File: src/rtl/ks_voice_mixer.sv
// Four-voice Karplus-Strong mixer: a sequential multiply-accumulate over the
// voice samples, saturated to 16 bits, plus a free-running left-justified
// serial codec interface that repeats the latest mix on both channels.
module ks_voice_mixer #(
    parameter int BCLK_DIV = 4,
    parameter int NVOICE   = 4
) (
    input  logic        clk_i,
    input  logic        aclr_n_i,
    input  logic        clk_sample_i,
    input  logic [15:0] sample0_i,
    input  logic [15:0] sample1_i,
    input  logic [15:0] sample2_i,
    input  logic [15:0] sample3_i,
    input  logic [3:0]  gain0_i,
    input  logic [3:0]  gain1_i,
    input  logic [3:0]  gain2_i,
    input  logic [3:0]  gain3_i,
    input  logic        flag_clr_i,
    output logic [15:0] mix_o,
    output logic        mix_valid_o,
    output logic        clip_o,
    output logic        overrun_o,
    output logic        dac_bclk_o,
    output logic        dac_lrck_o,
    output logic        dac_data_o
);

    localparam int DivW = $clog2(BCLK_DIV);

    typedef enum logic [2:0] {
        IDLE,
        MAC0,
        MAC1,
        MAC2,
        MAC3,
        SAT
    } state_t;

    state_t              state_q, state_d;
    logic                sync1_q, sync2_q, sync3_q, strobe_q;
    logic signed [15:0]  sampleHeld_q [NVOICE];
    logic        [3:0]   gainHeld_q   [NVOICE];
    logic signed [21:0]  accum_q, accum_d;
    logic        [15:0]  mix_q, mix_d;
    logic                mixValid_q;
    logic                clip_q, clip_d;
    logic                overrun_q, overrun_d;
    logic                load, mixUpdate, overrunSet;
    logic        [1:0]   voiceIdx;
    logic signed [20:0]  productWide;
    logic signed [17:0]  shifted;
    logic        [15:0]  satVal;
    logic                satHit;

    logic [DivW-1:0]     divCnt_q, divCnt_d;
    logic                bclk_q, bclk_d;
    logic [4:0]          bitCnt_q, bitCnt_d;
    logic [15:0]         shift_q, shift_d;
    logic [15:0]         word_q, word_d;
    logic                bclkTick, bclkFall;

    // Bring the sample strobe into the clk domain and turn its rising edge into a registered one-cycle pulse.
    always_ff @(posedge clk_i or negedge aclr_n_i) begin
        if (!aclr_n_i) begin
            sync1_q  <= 1'b0;
            sync2_q  <= 1'b0;
            sync3_q  <= 1'b0;
            strobe_q <= 1'b0;
        end else begin
            sync1_q  <= clk_sample_i;
            sync2_q  <= sync1_q;
            sync3_q  <= sync2_q;
            strobe_q <= sync2_q & ~sync3_q;
        end
    end

    // Snapshot all voices at the start of a mix so the inputs may change while the MAC runs.
    always_ff @(posedge clk_i or negedge aclr_n_i) begin
        if (!aclr_n_i) begin
            for (int v = 0; v < NVOICE; v++) begin
                sampleHeld_q[v] <= '0;
                gainHeld_q[v]   <= '0;
            end
        end else if (load) begin
            sampleHeld_q[0] <= sample0_i;
            sampleHeld_q[1] <= sample1_i;
            sampleHeld_q[2] <= sample2_i;
            sampleHeld_q[3] <= sample3_i;
            gainHeld_q[0]   <= gain0_i;
            gainHeld_q[1]   <= gain1_i;
            gainHeld_q[2]   <= gain2_i;
            gainHeld_q[3]   <= gain3_i;
        end
    end

    // Select which held voice feeds the multiplier in the current MAC state.
    always_comb begin
        voiceIdx = 2'd0;
        case (state_q)
            MAC1:    voiceIdx = 2'd1;
            MAC2:    voiceIdx = 2'd2;
            MAC3:    voiceIdx = 2'd3;
            default: voiceIdx = 2'd0;
        endcase
    end

    // The zero-extended gain makes this a signed-by-unsigned product; it never exceeds 20 significant bits.
    assign productWide = sampleHeld_q[voiceIdx] * $signed({1'b0, gainHeld_q[voiceIdx]});

    // Divide the sum by 16 and clamp it into the 16-bit signed output range.
    always_comb begin
        shifted = 18'(accum_q >>> 4);
        satVal  = shifted[15:0];
        satHit  = 1'b0;
        if (shifted > 18'sd32767) begin
            satVal = 16'h7FFF;
            satHit = 1'b1;
        end else if (shifted < -18'sd32768) begin
            satVal = 16'h8000;
            satHit = 1'b1;
        end
    end

    // Mixing sequencer: one voice per state, then saturate; strobes arriving while busy are dropped and flagged.
    always_comb begin
        state_d    = state_q;
        accum_d    = accum_q;
        load       = 1'b0;
        mixUpdate  = 1'b0;
        overrunSet = strobe_q && (state_q != IDLE);
        case (state_q)
            IDLE: begin
                if (strobe_q) begin
                    state_d = MAC0;
                    accum_d = '0;
                    load    = 1'b1;
                end
            end
            MAC0: begin
                accum_d = accum_q + 22'(productWide);
                state_d = MAC1;
            end
            MAC1: begin
                accum_d = accum_q + 22'(productWide);
                state_d = MAC2;
            end
            MAC2: begin
                accum_d = accum_q + 22'(productWide);
                state_d = MAC3;
            end
            MAC3: begin
                accum_d = accum_q + 22'(productWide);
                state_d = SAT;
            end
            SAT: begin
                mixUpdate = 1'b1;
                state_d   = IDLE;
            end
            default: state_d = IDLE;
        endcase
    end

    // Output word and sticky flags; a set event in the same cycle as a clear keeps the flag set.
    always_comb begin
        mix_d     = mixUpdate ? satVal : mix_q;
        clip_d    = (clip_q & ~flag_clr_i) | (mixUpdate & satHit);
        overrun_d = (overrun_q & ~flag_clr_i) | overrunSet;
    end

    // Mixer state registers.
    always_ff @(posedge clk_i or negedge aclr_n_i) begin
        if (!aclr_n_i) begin
            state_q    <= IDLE;
            accum_q    <= '0;
            mix_q      <= '0;
            mixValid_q <= 1'b0;
            clip_q     <= 1'b0;
            overrun_q  <= 1'b0;
        end else begin
            state_q    <= state_d;
            accum_q    <= accum_d;
            mix_q      <= mix_d;
            mixValid_q <= mixUpdate;
            clip_q     <= clip_d;
            overrun_q  <= overrun_d;
        end
    end

    assign bclkTick = (divCnt_q == DivW'(BCLK_DIV - 1));
    assign bclkFall = bclkTick & bclk_q;

    // Bit clock divider, frame position and serializer; the next-cycle mix is loaded so a coincident update is not missed.
    always_comb begin
        divCnt_d = divCnt_q + DivW'(1);
        bclk_d   = bclk_q;
        bitCnt_d = bitCnt_q;
        shift_d  = shift_q;
        word_d   = word_q;
        if (bclkTick) begin
            divCnt_d = '0;
            bclk_d   = ~bclk_q;
        end
        if (bclkFall) begin
            bitCnt_d = bitCnt_q + 5'd1;
            if (bitCnt_q == 5'd31) begin
                word_d  = mix_d;
                shift_d = mix_d;
            end else if (bitCnt_q == 5'd15) begin
                shift_d = word_q;
            end else begin
                shift_d = {shift_q[14:0], 1'b0};
            end
        end
    end

    // Codec interface registers.
    always_ff @(posedge clk_i or negedge aclr_n_i) begin
        if (!aclr_n_i) begin
            divCnt_q <= '0;
            bclk_q   <= 1'b0;
            bitCnt_q <= '0;
            shift_q  <= '0;
            word_q   <= '0;
        end else begin
            divCnt_q <= divCnt_d;
            bclk_q   <= bclk_d;
            bitCnt_q <= bitCnt_d;
            shift_q  <= shift_d;
            word_q   <= word_d;
        end
    end

    assign mix_o       = mix_q;
    assign mix_valid_o = mixValid_q;
    assign clip_o      = clip_q;
    assign overrun_o   = overrun_q;
    assign dac_bclk_o  = bclk_q;
    assign dac_lrck_o  = bitCnt_q[4];
    assign dac_data_o  = shift_q[15];

endmodule

File: config.mk
export PLATFORM = sky130hd
export DESIGN_NAME = ks_voice_mixer
export DESIGN_NICKNAME = d
export VERILOG_FILES = /design/src/rtl/ks_voice_mixer.sv
export SDC_FILE = /design/constraint.sdc
export NUM_CORES = 1
export LEC_CHECK = 0
export ABC_AREA = 1
export ABC_CLOCK_PERIOD_IN_PS = 11300
export CAP_MARGIN = 5
export CORE_MARGIN = 2
export CORE_UTILIZATION = 59
export DETAILED_ROUTE_END_ITERATION = 8
export PLACE_DENSITY = 0.9
export SYNTH_ARGS = -nofsm -noshare
export SYNTH_HDL_FRONTEND = slang
export SYNTH_SLANG_ARGS = --single-unit
File: constraint.sdc
create_clock -name clk_i -period 11.3 [get_ports clk_i]
set_clock_uncertainty 0.15 [all_clocks]
set_input_delay 2.26 -clock clk_i [delete_from_list [all_inputs] [get_ports clk_i]]
set_output_delay 2.26 -clock clk_i [all_outputs]
set_load 0.02 [all_outputs]
==> summary.txt <==
Yosys
  • Biggest area consumer among synthesized cells: dfrtp_1
  • Post-synth top area share: 40.05%
  • Post-synth EDFFs: 0
  • Yosys warning count: 0
  • Synth Area in Compound Gates: between 10% and 20%
  • Top cells by area, synth: dfrtp_1 (40%), nand2_1 (13%), fa_1 (10%)
  • Synth async-reset ratio: 100.0%
  • Count leader, synth: nand2_1
  • Synthesized flop and latch total: between 150 and 200
  • XOR/XNOR Fraction of Synth Area: 0.5007%
  • Post-Syn Instances: ~1.3k
  • Netlist cell types: 38
  • Simple-gate share of the synthesized area: 21.06%
  • Mux contribution to synthesized area: 0.1073%
  • Ys flop type: dfrtp_1
  • Syn_area_per_cell: 7.994 µm²
  • Mapped cell area: between 10,000 and 15,000 µm²
  • Largest family of logic cells by synthesized area: simple AND/OR/NAND/NOR gates
  • Top cells by count, synth: nand2_1 (367), inv_1 (235), dfrtp_1 (168), nor2_1 (89), o21ai_0 (87)
  • Post-synthesis sequential area ratio: 40.05%
  • Syn_nets: 1,499
  • Post-Synth Adder-Cell Area: 16.02%

Worst setup path
  • Reg2reg path depth: 24
  • Setup crit end kind: register
  • WP data required: 11,480 ps
  • Worst EP arrival: around 6300 ps
  • Setup crit start kind: register
  • Crit path kind: register to register
  • Reg2reg end: accum_q[21]
  • Worst R2R Start: state_q[0]
  • Worst Path Max Fanout: 61
  • Flop-to-flop setup slack: 5150 ps

STA
  • Slew headroom: a little under a quarter
  • Setup TNS Final: 0 ps
  • FMAX: approximately 0.16 GHz
  • Worst slew pin tran: 1152 ps
  • Max Slew Vio Count: 0
  • Post-layout min period: about 6100 ps
  • Crit share post-route: 54.38%
  • RSZ-0062 raised after global routing: no
  • Setup violators final: 0
  • Final hold viol count: 0

Route
  • Routed vias/inst: about 5.6
  • Via count: about 9.2k
  • Residual DRC: 0
  • Routed Antenna Nets: 0
  • DR pass1 iterations: 7
  • DRT iter0 DRCs: 816
  • Drt wl/cell: 16.90 µm
  • Post-Route WL: 27,620 µm

Clocking
  • Htree depth: 4
  • Clk sink count: 168
  • Clock Path Buffers: 2
  • Post-CTS Setup Bufs: 0
  • CTS Hold Bufs: 0
  • Clock transition at path regs: 70 ps
  • Number of gates resized after cts: 0
  • Worst skew pair latency: between 400 and 500 ps
  • Root Driver: clkbuf_16
  • TritonCTS clock tree: done
  • TritonCTS Buffers: 17

Floorplan
  • Die area: around 19,000 µm²
  • Top Ports: 106
  • Starting density of the core: around 60%
  • Core area: roughly 17,000 µm²
  • Die Wd: ~140 µm
  • Rows: 48
  • Chip height: 137.4 µm

Finish
  • Fill count: 1,274
  • Diode count: 0
  • Nets: around 1.6k
  • Multi-input combinational cell area: 5149 µm²
  • Layout area overhead: 16.53%
  • Share of cells above drive strength 1: 4.684%
  • Finished Cell Area: 12,230 µm²
  • Register area: roughly 4200 µm²

GRT
  • Vias in the first global route: 9,339
  • GRT Residual Overflow: 0
  • Initial antenna violation count: 0
  • GR Util All Layers: roughly 31%
  • Largest net degree at the start of global routing: between 100 and 150
  • Global-route wire length before repair: between 40,000 and 50,000 µm

Placement
  • Dpl hpwl: 19,830 µm
  • Area post-placement: about 12,000 µm²
  • PortBufs: 105
  • Gpl congestion: 0.9389

Worst hold path
  • Worst Hold Depth: 0
  • Hold path startpoint: sync1_q
  • Min-Delay Path Class: register to register
  • Hold endpoint: sync2_q

Outcome
  • Status: finished clean

Run
  • Maxcap violations: 0
-- per-layer routing --
layer / vias up / track usage (%) / share of wire (%)
met5: - / 0 / 0
met4: 0 / 14.55 / 3.8
met3: 88 / 6.034 / 7.0
met2: 382 / 52.02 / 49
met1: 4445 / 39.48 / 40
li1: 4236 / - / -
-- cell families after synthesis --
group                      count (synthesis)
and+or+nand+nor                          543
buffers and inverters                    289
AOI/OAI and AO/OA                        204
DFF                                      168
adders and majority gates                102
xor gates and xnor gates                   6
muxes                                      1
-- flip-flops by register name (all words and copies together) (netlist names) --
register and count:
sampleHeld_q 64, overrun_o 1, accum_q 22, divCnt_q 2, dac_bclk_o 1, sync2_q 1, sync1_q 1, state_q 3
word_q 16, clip_o 1, shift_q 16, strobe_q 1, bitCnt_q 5, mix_valid_o 1, gainHeld_q 16, sync3_q 1
mix_o 16
-- per-stage QoR --
step                hold slack (ps)  setup WS, ps  instances  utilization (%)
detailed placement            195.2          5300       1602            67.07
global placement              184.1          5506       1602            67.07
CTS                           209.7          5203       1634            70.47
global route                  231.3          4671       1634            70.47
finish                        203.8          5155       1634            70.47
floorplan                     181.2          6684       1313                -
-- cell type report --
type / instances / share of cell area (%)
flip-flops and latches: 168 / 34.37
clock buffers: 19 / 3.539
well taps: 225 / 2.302
clock inverters: 13 / 1.289
multi-input cells: 856 / 42.09
repair buffers: 111 / 8.971
inverters: 242 / 7.437
-- placed cells by master, fill, tap and decap left out, types with 2 or more instances in the layout --
master           netlist  final
or2_0                  3      3
a22oi_1               12     12
nand2_1              367    367
o21ai_1               10     10
nand3b_1               6      6
clkdlybuf4s50_1        0    104
inv_1                235    235
or2_2                  2      2
inv_2                  7      6
buf_4                  6      6
a22o_1                 2      2
xnor2_1                2      2
nand3_1               53     53
inv_6                  0      3
o22ai_1               20     20
or2_1                 14     14
o211ai_1              19     19
xor2_1                 4      4
nor2_1                89     89
clkinv_8               0      2
o21bai_1               2      2
fa_1                  54     54
a21oi_1               39     39
ha_1                  48     48
clkbuf_16              0     17
dfrtp_1              168    168
a22oi_2                2      2
inv_8                  0      4
clkbuf_1              22      2
o21ai_2               11     11
o21ai_0               87     87
clkinvlp_4             0      2
-- critical path, stage by stage (launching register included) --
cell and delay [ps]:
dfrtp_1 410, inv_1 110, nand3_2 350, nand2_2 920
o21ai_0 180, nand2_1 430, inv_1 170, nor2_1 160
inv_1 180, fa_1 550, inv_1 50, fa_1 470
inv_1 50, fa_1 530, inv_1 40, ha_1 350
nand2_1 120, nor2_1 200, inv_1 60, nor2_1 160
nand3b_1 100, nand3_1 90, nand2_1 50, nand3_1 70
nand2_1 60
-- worst max path at each step --
| stage | slack [ps] | from | end | cells past startpoint |
|---|---|---|---|---|
| 3_5_place_dp | 5300 | state_q[0] | accum_q[19] | 22 |
| 2_1_floorplan | 6680 | state_q[1] | accum_q[21] | 26 |
| 5_1_grt | 4670 | state_q[0] | accum_q[21] | 24 |
| 6_report | 5150 | state_q[0] | accum_q[21] | 24 |
| 3_3_place_gp | 5510 | state_q[0] | accum_q[21] | 24 |
| 4_1_cts | 5200 | state_q[0] | accum_q[21] | 24 |
Power is left out: the tool's default activity adds up to more than one toggle a clock period on the data nets, which glitch-free logic cannot reach.
